==> config.mk <==
export PLATFORM = sky130hd
export DESIGN_NAME = uart_program_loader_flat
export DESIGN_NICKNAME = d
export VERILOG_FILES = /design/src/rtl/uart_loader_pkg.sv /design/src/rtl/uart_loader_if.sv /design/src/rtl/uart_loader_word_assembler.sv /design/src/rtl/uart_program_loader.sv /design/src/flat_wrapper.sv
export SDC_FILE = /design/constraint.sdc
export NUM_CORES = 1
export LEC_CHECK = 0
export BUFFER_PORTS_ARGS = -buffer_cell sky130_fd_sc_hd__buf_4
export CAP_MARGIN = 5
export CORE_ASPECT_RATIO = 0.7
export CORE_MARGIN = 1.5
export CORE_UTILIZATION = 25
export CTS_CLUSTER_DIAMETER = 30
export DETAILED_ROUTE_END_ITERATION = 16
export GPL_ROUTABILITY_DRIVEN = 0
export PLACE_DENSITY_LB_ADDON = 0.2
export SLEW_MARGIN = 15
export SYNTH_ARGS = -nofsm -noshare
export SYNTH_HDL_FRONTEND = slang
export SYNTH_HIERARCHICAL = 1
export SYNTH_SLANG_ARGS = --single-unit
==> constraint.sdc <==
create_clock -name CLK -period 3.5 [get_ports CLK]
set_input_delay 0.175 -clock CLK [delete_from_list [all_inputs] [get_ports CLK]]
set_output_delay 0.175 -clock CLK [all_outputs]
set_load 0.1 [all_outputs]
==> src/rtl/uart_loader_pkg.sv <==
// Shared loader types: FSM state encoding, default framing bytes and the 16-bit word-count type.
package uart_loader_pkg;

  typedef enum logic [2:0] {
    IDLE,
    LEN0,
    LEN1,
    DATA,
    CSUM,
    RESP,
    DONE
  } state_t;

  localparam logic [7:0] DEF_MAGIC = 8'hA5;
  localparam logic [7:0] DEF_ACK   = 8'h06;
  localparam logic [7:0] DEF_NAK   = 8'h15;

  typedef logic [15:0] wcount_t;

endpackage

==> src/rtl/uart_loader_if.sv <==
// UART byte-stream link: RX pop side (r_*) and TX push side (w_*); master is the loader, slave the UART.
interface uart_loader_if;

  logic [7:0] r_data;
  logic       r_ready;
  logic       r_valid;
  logic [7:0] w_data;
  logic       w_valid;
  logic       w_ready;

  modport master (
    input  r_data, r_ready, w_ready,
    output r_valid, w_data, w_valid
  );

  modport slave (
    output r_data, r_ready, w_ready,
    input  r_valid, w_data, w_valid
  );

endinterface

==> src/rtl/uart_loader_word_assembler.sv <==
// Places bytes little-endian into a 32-bit word; word_we pulses the cycle after the 4th byte.
// No backpressure of its own: bytes are accepted whenever byte_vld is high.
module uart_loader_word_assembler (
  input  logic        clk,
  input  logic        rst_n,
  input  logic        clear,
  input  logic        byte_vld,
  input  logic [7:0]  byte_dat,
  output logic [31:0] word,
  output logic        word_we
);

  logic [1:0] idx;

  always_ff @(posedge clk) begin
    if (!rst_n) begin
      idx     <= '0;
      word    <= '0;
      word_we <= 1'b0;
    end else begin
      word_we <= byte_vld && (idx == 2'd3);
      if (clear) begin
        idx <= '0;
      end else if (byte_vld) begin
        word[{idx, 3'b000} +: 8] <= byte_dat;
        idx                      <= idx + 2'd1;
      end
    end
  end

endmodule

==> src/rtl/uart_program_loader.sv <==
// Boot loader: MAGIC | N (le16) | N words (le32) from UART RX into imem, ACK/NAK on TX, core held in reset until ACK taken.
// Trailing checksum byte and NAK path exist only with UART_LOADER_CHECKSUM_EN; stalls indefinitely on empty RX or full TX.
module uart_program_loader
  import uart_loader_pkg::*;
#(
  parameter int         ADDR_WIDTH = 12,
  parameter logic [7:0] MAGIC      = DEF_MAGIC,
  parameter logic [7:0] ACK_BYTE   = DEF_ACK,
  parameter logic [7:0] NAK_BYTE   = DEF_NAK
) (
  input  logic                  CLK,
  input  logic                  RST,
  uart_loader_if.master         uart,
  output logic                  mem_we,
  output logic [ADDR_WIDTH-1:0] mem_addr,
  output logic [31:0]           mem_wdata,
  output logic                  core_rst_n,
  output logic                  load_done
);

  state_t     state, state_nxt;
  wcount_t    n_words, word_cnt;
  logic       rx_pop_q, rx_take, tx_take, start, last_word, verdict, resp_ack;
  logic [7:0] w_data_q;

`ifdef UART_LOADER_CHECKSUM_EN
  localparam state_t POST_DATA = CSUM;
`else
  localparam state_t POST_DATA = RESP;
`endif

  // Never pop on back-to-back cycles so the upstream FIFO has a cycle to advance.
  assign uart.r_valid = RST && (state != RESP) && uart.r_ready && !rx_pop_q;
  assign rx_take      = uart.r_valid;
  assign uart.w_valid = (state == RESP);
  assign uart.w_data  = w_data_q;
  assign tx_take      = uart.w_valid && uart.w_ready;
  assign start        = rx_take && (uart.r_data == MAGIC) && (state == IDLE || state == DONE);
  assign last_word    = (word_cnt + 16'd1) == n_words;
  assign core_rst_n   = (state == DONE);
  assign load_done    = (state == DONE);

  always_comb begin
    state_nxt = state;
    case (state)
      IDLE:    if (start) state_nxt = LEN0;
      LEN0:    if (rx_take) state_nxt = LEN1;
      LEN1:    if (rx_take) state_nxt = ({uart.r_data, n_words[7:0]} == 16'd0) ? POST_DATA : DATA;
      DATA:    if (mem_we && last_word) state_nxt = POST_DATA;
      CSUM:    if (rx_take) state_nxt = RESP;
      RESP:    if (tx_take) state_nxt = resp_ack ? DONE : IDLE;
      DONE:    if (start) state_nxt = LEN0;
      default: state_nxt = IDLE;
    endcase
  end

  always_ff @(posedge CLK) begin
    if (!RST) begin
      state    <= IDLE;
      rx_pop_q <= 1'b0;
      n_words  <= '0;
      word_cnt <= '0;
      mem_addr <= '0;
      w_data_q <= '0;
      resp_ack <= 1'b0;
    end else begin
      state    <= state_nxt;
      rx_pop_q <= rx_take;
      if (start) begin
        word_cnt <= '0;
        mem_addr <= '0;
      end
      if (state == LEN0 && rx_take) n_words[7:0]  <= uart.r_data;
      if (state == LEN1 && rx_take) n_words[15:8] <= uart.r_data;
      if (mem_we) begin
        word_cnt <= word_cnt + 16'd1;
        mem_addr <= mem_addr + ADDR_WIDTH'(1);
      end
      if (state != RESP && state_nxt == RESP) begin
        w_data_q <= verdict ? ACK_BYTE : NAK_BYTE;
        resp_ack <= verdict;
      end
    end
  end

`ifdef UART_LOADER_CHECKSUM_EN
  logic [7:0] cks;

  always_ff @(posedge CLK) begin
    if (!RST) begin
      cks <= '0;
    end else if (start) begin
      cks <= '0;
    end else if (state == DATA && rx_take) begin
      cks <= cks + uart.r_data;
    end
  end

  // Only consulted on the CSUM -> RESP transition, where r_data is the checksum byte.
  assign verdict = (uart.r_data == cks);
`else
  assign verdict = 1'b1;
`endif

  uart_loader_word_assembler u_asm (
    .clk      (CLK),
    .rst_n    (RST),
    .clear    (start),
    .byte_vld (rx_take && state == DATA),
    .byte_dat (uart.r_data),
    .word     (mem_wdata),
    .word_we  (mem_we)
  );

endmodule

==> src/flat_wrapper.sv <==
// flat-port wrapper written by rule: the top's interface ports become plain ports
module uart_program_loader_flat import uart_loader_pkg::*;
#(
  parameter int         ADDR_WIDTH = 12,
  parameter logic [7:0] MAGIC      = DEF_MAGIC,
  parameter logic [7:0] ACK_BYTE   = DEF_ACK,
  parameter logic [7:0] NAK_BYTE   = DEF_NAK
)
  (CLK, RST, mem_we, mem_addr, mem_wdata, core_rst_n, load_done, uart_r_data, uart_r_ready, uart_w_ready, uart_r_valid, uart_w_data, uart_w_valid);
  uart_loader_if uart_i ();
  input  logic CLK;
  input  logic RST;
  output logic mem_we;
  output logic [ADDR_WIDTH-1:0] mem_addr;
  output logic [31:0] mem_wdata;
  output logic core_rst_n;
  output logic load_done;
  input wire logic [$bits(uart_i.r_data)-1:0] uart_r_data;
  input wire logic [$bits(uart_i.r_ready)-1:0] uart_r_ready;
  input wire logic [$bits(uart_i.w_ready)-1:0] uart_w_ready;
  output wire logic [$bits(uart_i.r_valid)-1:0] uart_r_valid;
  output wire logic [$bits(uart_i.w_data)-1:0] uart_w_data;
  output wire logic [$bits(uart_i.w_valid)-1:0] uart_w_valid;
  assign uart_i.r_data = uart_r_data;
  assign uart_i.r_ready = uart_r_ready;
  assign uart_i.w_ready = uart_w_ready;
  assign uart_r_valid = uart_i.r_valid;
  assign uart_w_data = uart_i.w_data;
  assign uart_w_valid = uart_i.w_valid;
  uart_program_loader #(.ADDR_WIDTH(ADDR_WIDTH), .MAGIC(MAGIC), .ACK_BYTE(ACK_BYTE), .NAK_BYTE(NAK_BYTE)) u_core (.CLK(CLK), .RST(RST), .uart(uart_i), .mem_we(mem_we), .mem_addr(mem_addr), .mem_wdata(mem_wdata), .core_rst_n(core_rst_n), .load_done(load_done));
endmodule
==> metrics, run 1 <==
Setup WS post-layout 0.8428 ns; Vias 3,762; Fin Clk Skew 0.004806 ns; core area 0.01654 mm²; # nets final 554; Filler Cell Count 1,715; Post-Synth XOR/XNOR Area 4.644%; critical path arrival 2.94 ns; die width 159.5 µm; Gate Count Post-Synth 492; slowest cell on the critical path nor4_1; Reg power frac 44.1%; worst path required time 3.78 ns; post-synthesis mux area share 5.783%; area grow syn2layout 21.61%; Max Buffers Root-to-Sink 2; Ant. Diodes 0; Slew HR 55.59%; wire length per cell 15.79 µm; max-slew violations 0; share of layout cells above drive strength 1 20.93%; combinational share of power 4.3%; grt ovf 0; vias per inst 4.918; critical path fanouts, max 7; initial antenna violation count 0; CP Capture Type flip-flop; CTS buffer count 9; Slew @ Worst Pin 0.6647 ns; Layout Utilization 31.50%; row cnt 39; Setup TNS 0 ns; Mean Syn Cell Area 8.708 µm²; Hold Path Class in -> reg; first-pass GRT wire length 19,280 µm; Synth Area in Simple Gates 22.84%; peak supply drop 0.2786 mV; pin count of the biggest net entering global routing 53; Place WS 0.8852 ns; largest cells by area after synthesis dfxtp_1, mux2i_1, nor2_1, a32o_2, nand2_1; clock sinks 84; Tmin final 2.657 ns; GR Util All Layers 13.69%; Worst-path clk slew 0.06 ns; H-Tree Depth 3; # resized after CTS 0; Chip Height 112.5 µm; sequential fraction of the synthesis area 39.25%; dominant synthesized flop cell dfxtp_1; Post-synth EDFFs 0; CTS root buf clkbuf_16; IO buf count 62; fmax 0.3763 GHz; ANT nets after route 0; commonest non-fill, non-tap cells in the layout dfxtp_1, buf_4, nor2_1, nand2_1, a21oi_1; Crit path top cell by count nor4_1; Synth area leader dfxtp_1; Max Cap Viol 0; worst setup path class reg -> reg; P_sw 493.9 µW; Int Pwr 1.676 mW; Yosys reg bits 84; Hold Fails Final Rpt 0; dpl hpwl 8507 µm; power density cells 416.4 mW/mm²; Ports 69; unique cell type count in the Yosys netlist 63; Yosys warnings 6; crit-path max cell delay 0.45 ns; vias in the first global route 3,500; RSZ-0062 raised after global routing false; Synth Area in Compound Gates 18.95%; drt first pass iters 4; Critical Path Source Type flip-flop; post-synthesis cell area 0.004284 mm²; status completed; leakage power total 2.162 nW; period utilization 75.92%; starting density of the core 25.90%; crit path cell chain ha_1 > nand3_1 > nor4_1 > xnor2_1 > nor4_1 > o2111ai_1 > nor4_2 > a211o_1; Yosys top cell area share 39.25%; Post-Synth Adder-Cell Area 2.044%; combinational family with the most area after synthesis simple AND/OR/NAND/NOR gates; endpoints failing setup 0; Setup Buffers After CTS 0; Clock Latency Late Sink 0.34 ns; Die ar. 0.01794 mm²; final routed DRC violation total 0; CTS tree built; commonest non-fill, non-tap cell in the layout dfxtp_1; fraction of registers with async set/reset 0%; sw frac 22.77%; Routed Wire Length 12,080 µm; Clock power frac 51.6%; Iter 0 DRT Violations 201; Hold-fix buffers, CTS 0
## layer usage
| layer | GRT usage (%) | wire [µm] | up-vias |
|---|---|---|---|
| met5 | 0 | 0 | - |
| met4 | 3.333 | 103 | 0 |
| met3 | 3.215 | 633 | 7 |
| met2 | 19.33 | 4903 | 91 |
| met1 | 20.58 | 6439 | 1803 |
| li1 | - | - | 1861 |
## worst paths after layout
kind / end / start / slack (ns) / depth (start not counted)
hold / removal: u_core/u_asm/word[9]$_SDFFE_PN0P_ / uart_r_data[1] / 0.13 / 2
hold reg to reg: u_core/u_asm/word[1]$_SDFFE_PN0P_ / u_core/u_asm/word[1]$_SDFFE_PN0P_ / 0.46 / 1
setup reg to reg: u_core/uart.w_data[1]$_SDFFE_PN0P_ / u_core/word_cnt[0]$_SDFFE_PN0P_ / 0.84 / 8
setup / recovery: u_core/uart.w_data[1]$_SDFFE_PN0P_ / u_core/word_cnt[0]$_SDFFE_PN0P_ / 0.84 / 8
## final cells by class
cell class                 instances  area (µm²)  share of cell area, %
inverter                          11       41.29                 0.7925
clock buffer                       9       225.2                  4.323
clock inverter                     7       122.6                  2.354
multi-input combinational        361        2347                  45.05
tap                              225       281.5                  5.403
timing repair buffer              68       510.5                  9.798
sequential                        84        1682                  32.28
## logic make-up after synthesis
group,count (synthesis)
other,1
buffers and inverters,52
adder cells (fa/ha/maj),7
AND/OR/NAND/NOR,189
AO/OA/AOI/OAI,114
multiplexers,24
XOR/XNOR,21
flip-flops,84
## through the flow
step	cell area [µm²]	power, mW	hold WS [ns]	instances
global route	5210	2.245	0.1309	765
CTS	5210	2.200	0.1288	765
detailed placement	4862	1.072	0.4522	749
floorplan	4303	1.042	0.2976	497
global placement	4862	1.072	0.4470	749
finish	5210	2.170	0.1347	765
## Yosys cell counts, types with 3 or more instances
| library cell | count |
|---|---|
| dfxtp_1 | 84 |
| nor2_1 | 49 |
| nand2_1 | 45 |
| a21oi_1 | 27 |
| o21ai_0 | 25 |
| mux2i_1 | 21 |
| clkbuf_1 | 19 |
| nand3_1 | 17 |
| a32o_2 | 16 |
| xnor2_1 | 15 |
| nor3_1 | 14 |
| buf_4 | 13 |
| inv_1 | 10 |
| o22ai_1 | 10 |
| nor4_1 | 8 |
| a31oi_1 | 7 |
| and3_1 | 7 |
| ha_1 | 7 |
| nand4_1 | 7 |
| o2bb2ai_1 | 7 |
| and4_1 | 6 |
| buf_2 | 6 |
| nand2b_1 | 6 |
| xor2_1 | 5 |
| nand3b_1 | 4 |
| o21a_1 | 4 |
| or3_1 | 4 |
| and3b_1 | 3 |
| buf_6 | 3 |
| nor2b_1 | 3 |
## sequential cells by signal (all words and copies together) (netlist names), 2 cells and up
register           flops
u_core/u_asm/word     32
u_core/mem_addr       12
u_core/word_cnt       16
u_core/state           3
u_core/u_asm/idx       2
u_core/n_words        16
## power groups by stage
stage	clock network, mW	logic, mW	registers [mW]
after global placement	0	0.0937	0.978
final	1.12	0.0941	0.956
after CTS	1.15	0.0940	0.956
after global routing	1.19	0.100	0.955
after detailed placement	0	0.0939	0.978
after floorplan	0	0.0640	0.978
## worst max-delay path, delay by kind of cell, from the launching register on
kind                     cells  cell delay (ns)
AND/OR/NAND/NOR              4             1.24
flip-flops                   1             0.43
adder cells (fa/ha/maj)      1             0.36
AO/OA/AOI/OAI                2             0.45
XOR/XNOR                     1             0.11
(Power assumes the default switching activity.)
==> inputs of run 2 (changes only) <==
--- a/config.mk
+++ b/config.mk
@@ -5,6 +5,7 @@
 export SDC_FILE = /design/constraint.sdc
 export NUM_CORES = 1
 export LEC_CHECK = 0
+export ABC_AREA = 1
 export BUFFER_PORTS_ARGS = -buffer_cell sky130_fd_sc_hd__buf_4
 export CAP_MARGIN = 5
 export CORE_ASPECT_RATIO = 0.7
==> constraint.sdc (replaced) <==
create_clock -name CLK -period 2.7 [get_ports CLK]
set_input_delay 0.135 -clock CLK [delete_from_list [all_inputs] [get_ports CLK]]
set_output_delay 0.135 -clock CLK [all_outputs]
set_load 0.1 [all_outputs]
==> run 2 against run 1 <==
Worst hold slack got worse by 0.0077 ns. Synthesized cell count increased by 28%. Clock power increased by 28%. Register-to-register slack got worse by 0.53 ns. Clock skew increased by 0.00071 ns. Combinational power increased to 2.9 times the previous value. Sequential power increased by 35%. Critical path type unchanged. Synthesized area increased by 3.7%. First-iteration DRC count increased by 41%. Largest power group unchanged. Die area increased by 3.6%. Utilization about the same. Highest routed layer unchanged.
==> metrics, run 2 <==
sequential fraction of the synthesis area 37.87%; vias per inst 4.584; status completed; max-slew violations 0; leakage power total 2.098 nW; grt ovf 0; Clock Latency Late Sink 0.34 ns; critical path fanouts, max 20; Iter 0 DRT Violations 284; Setup TNS 0 ns; placed cell area 0.005105 mm²; endpoints failing setup 0; Ports 69; area grow syn2layout 22.63%; Layout Utilization 31.54%; Vias 4,240; Routed Wire Length 13,350 µm; most frequent cell after synthesis nand2_1; CTS root buf clkbuf_16; initial antenna violation count 0; final non-filler cell area 0.005445 mm²; top cells by count, synth nand2_1, dfxtp_1, a21oi_1, inv_1, nor2_1; fmax 0.4187 GHz; Worst-path clk slew 0.06 ns; row cnt 40; reg2reg path depth 10; share of layout cells above drive strength 1 17.58%; commonest non-fill, non-tap cells in the layout nand2_1, dfxtp_1, a21oi_1, buf_4, inv_1; CP top delay family buffers and inverters; hold path cells 3; die width 162.3 µm; wire length per cell 14.43 µm; Yosys reg bits 84; number of cells on the critical path 10; ANT nets after route 0; largest cells by area after synthesis dfxtp_1, nand2_1, a21oi_1, inv_1, nand3_1; CP Capture Type flip-flop; worst path required time 2.94 ns; Synth area leader dfxtp_1; fraction of registers with async set/reset 0%; crit path cell chain inv_2 > nor3_4 > inv_2 > nand2_2 > inv_2 > nand4_2 > nand2_2 > inv_1 > nand2_1 > a221oi_1; power density cells 548.4 mW/mm²; Bufs and invs on worst path 4; Chip Height 114.5 µm; Yosys warnings 6; worst setup path class reg -> reg; # nets final 708; Max Cap Viol 0; GR Util All Layers 14.55%; period utilization 88.45%; commonest non-fill, non-tap cell in the layout nand2_1; Crit path top cell by count inv_2; Hold Slack 0.1270 ns; Yosys top cell area share 37.87%; Top reg by flops u_core/u_asm/word; Ant. Diodes 0; post-synthesis cell area 0.004441 mm²; Critical Path Source Type flip-flop; Slew HR 51.27%; CTS buffer count 9; IO buf count 62; H-Tree Depth 3; biggest regs u_core/u_asm/word x32, u_core/n_words x16, u_core/word_cnt x16; vias in the first global route 3,857; clock sinks 84; Tmin final 2.388 ns; dpl hpwl 10,100 µm; Max Buffers Root-to-Sink 2; unique cell type count in the Yosys netlist 42; Hold Fails Final Rpt 0; RSZ-0062 raised after global routing false; Hold-fix buffers, CTS 0; Fin Clk Skew 0.005517 ns; dominant synthesized flop cell dfxtp_1; first-pass GRT wire length 20,890 µm; pin count of the biggest net entering global routing 26; starting density of the core 25.72%; # resized after CTS 0; final routed DRC violation total 0; Die ar. 0.01858 mm²; drt first pass iters 5; CTS tree built; Hold Path Class in -> reg; Setup Buffers After CTS 0; peak supply drop 0.2852 mV; slowest cell on the critical path inv_1; Gate Count Post-Synth 631; number of flip-flops in the largest register 32; crit-path max cell delay 0.56 ns; core area 0.01727 mm²; Slew @ Worst Pin 0.7302 ns; critical path arrival 2.62 ns; Post-synth EDFFs 0; Mean Syn Cell Area 7.037 µm²
run 2: cell types whose count changed after synthesis, sizes merged, moves of 17 or more:
cell   change
inv       +66
nand2    +137
nand3     +17
a32o      -17
a21oi     +50
mux2i     -21
run 2: path summary, 6_finish.rpt:
path,start,end,slack (ns)
hold / removal,uart_r_data[0],u_core/n_words[0]$_SDFFE_PN0P_,0.13
setup reg to reg,u_core/state[2]$_SDFF_PN0_,u_core/mem_addr[3]$_SDFFE_PN0P_,0.31
setup / recovery,u_core/state[2]$_SDFF_PN0_,u_core/mem_addr[3]$_SDFFE_PN0P_,0.31
hold reg to reg,u_core/u_asm/word[25]$_SDFFE_PN0P_,u_core/u_asm/word[25]$_SDFFE_PN0P_,0.47
run 2: layout make-up:
class	count	area, µm²
flip-flops and latches	84	1682
clock buffers	10	229.0
fillers	1876	11820
inverters	76	287.8
well taps	231	289.0
multi-input cells	450	2336
repair buffers	68	510.5
clock inverters	6	111.4
run 2: cell families after synthesis:
| logic type | count (synthesis) | share of synthesized area [%] |
|---|---|---|
| other cells | 1 | 0.08445 |
| simple gates | 314 | 33.42 |
| buf+inv | 102 | 10.09 |
| xor+xnor | 6 | 2.113 |
| flops | 84 | 37.87 |
| compound gates | 117 | 14.46 |
| fa+ha+maj | 7 | 1.972 |
run 2: where the power goes:
group / total (mW) / internal, mW / leakage, nW / switching, mW
Sequential: 1.29 / 1.26 / 0.676 / 0.0268
Combinational: 0.271 / 0.0748 / 1.26 / 0.196
Clock: 1.43 / 0.907 / 0.163 / 0.520
run 2: layer usage:
layer	up-vias	wire length (µm)	global-route usage [%]
met5	-	0	0
met4	0	178	4.771
met3	16	596	2.499
met2	119	5431	20.68
met1	1944	7143	21.89
li1	2161	-	-
run 2: worst reg2reg max path, delay by kind of cell, from the launching register on:
kind | cells | cell delay [ns]
simple gates | 5 | 0.76
buf+inv | 4 | 0.82
flops | 1 | 0.42
compound gates | 1 | 0.29
run 2: metrics by stage:
step | std cells | total power, mW | worst slack [ns]
floorplan | 636 | 1.512 | 0.006185
global placement | 909 | 1.585 | 0.3968
CTS | 925 | 3.028 | 0.3110
global route | 925 | 3.103 | 0.1454
detailed placement | 909 | 1.583 | 0.3381
finish | 925 | 2.986 | 0.3118
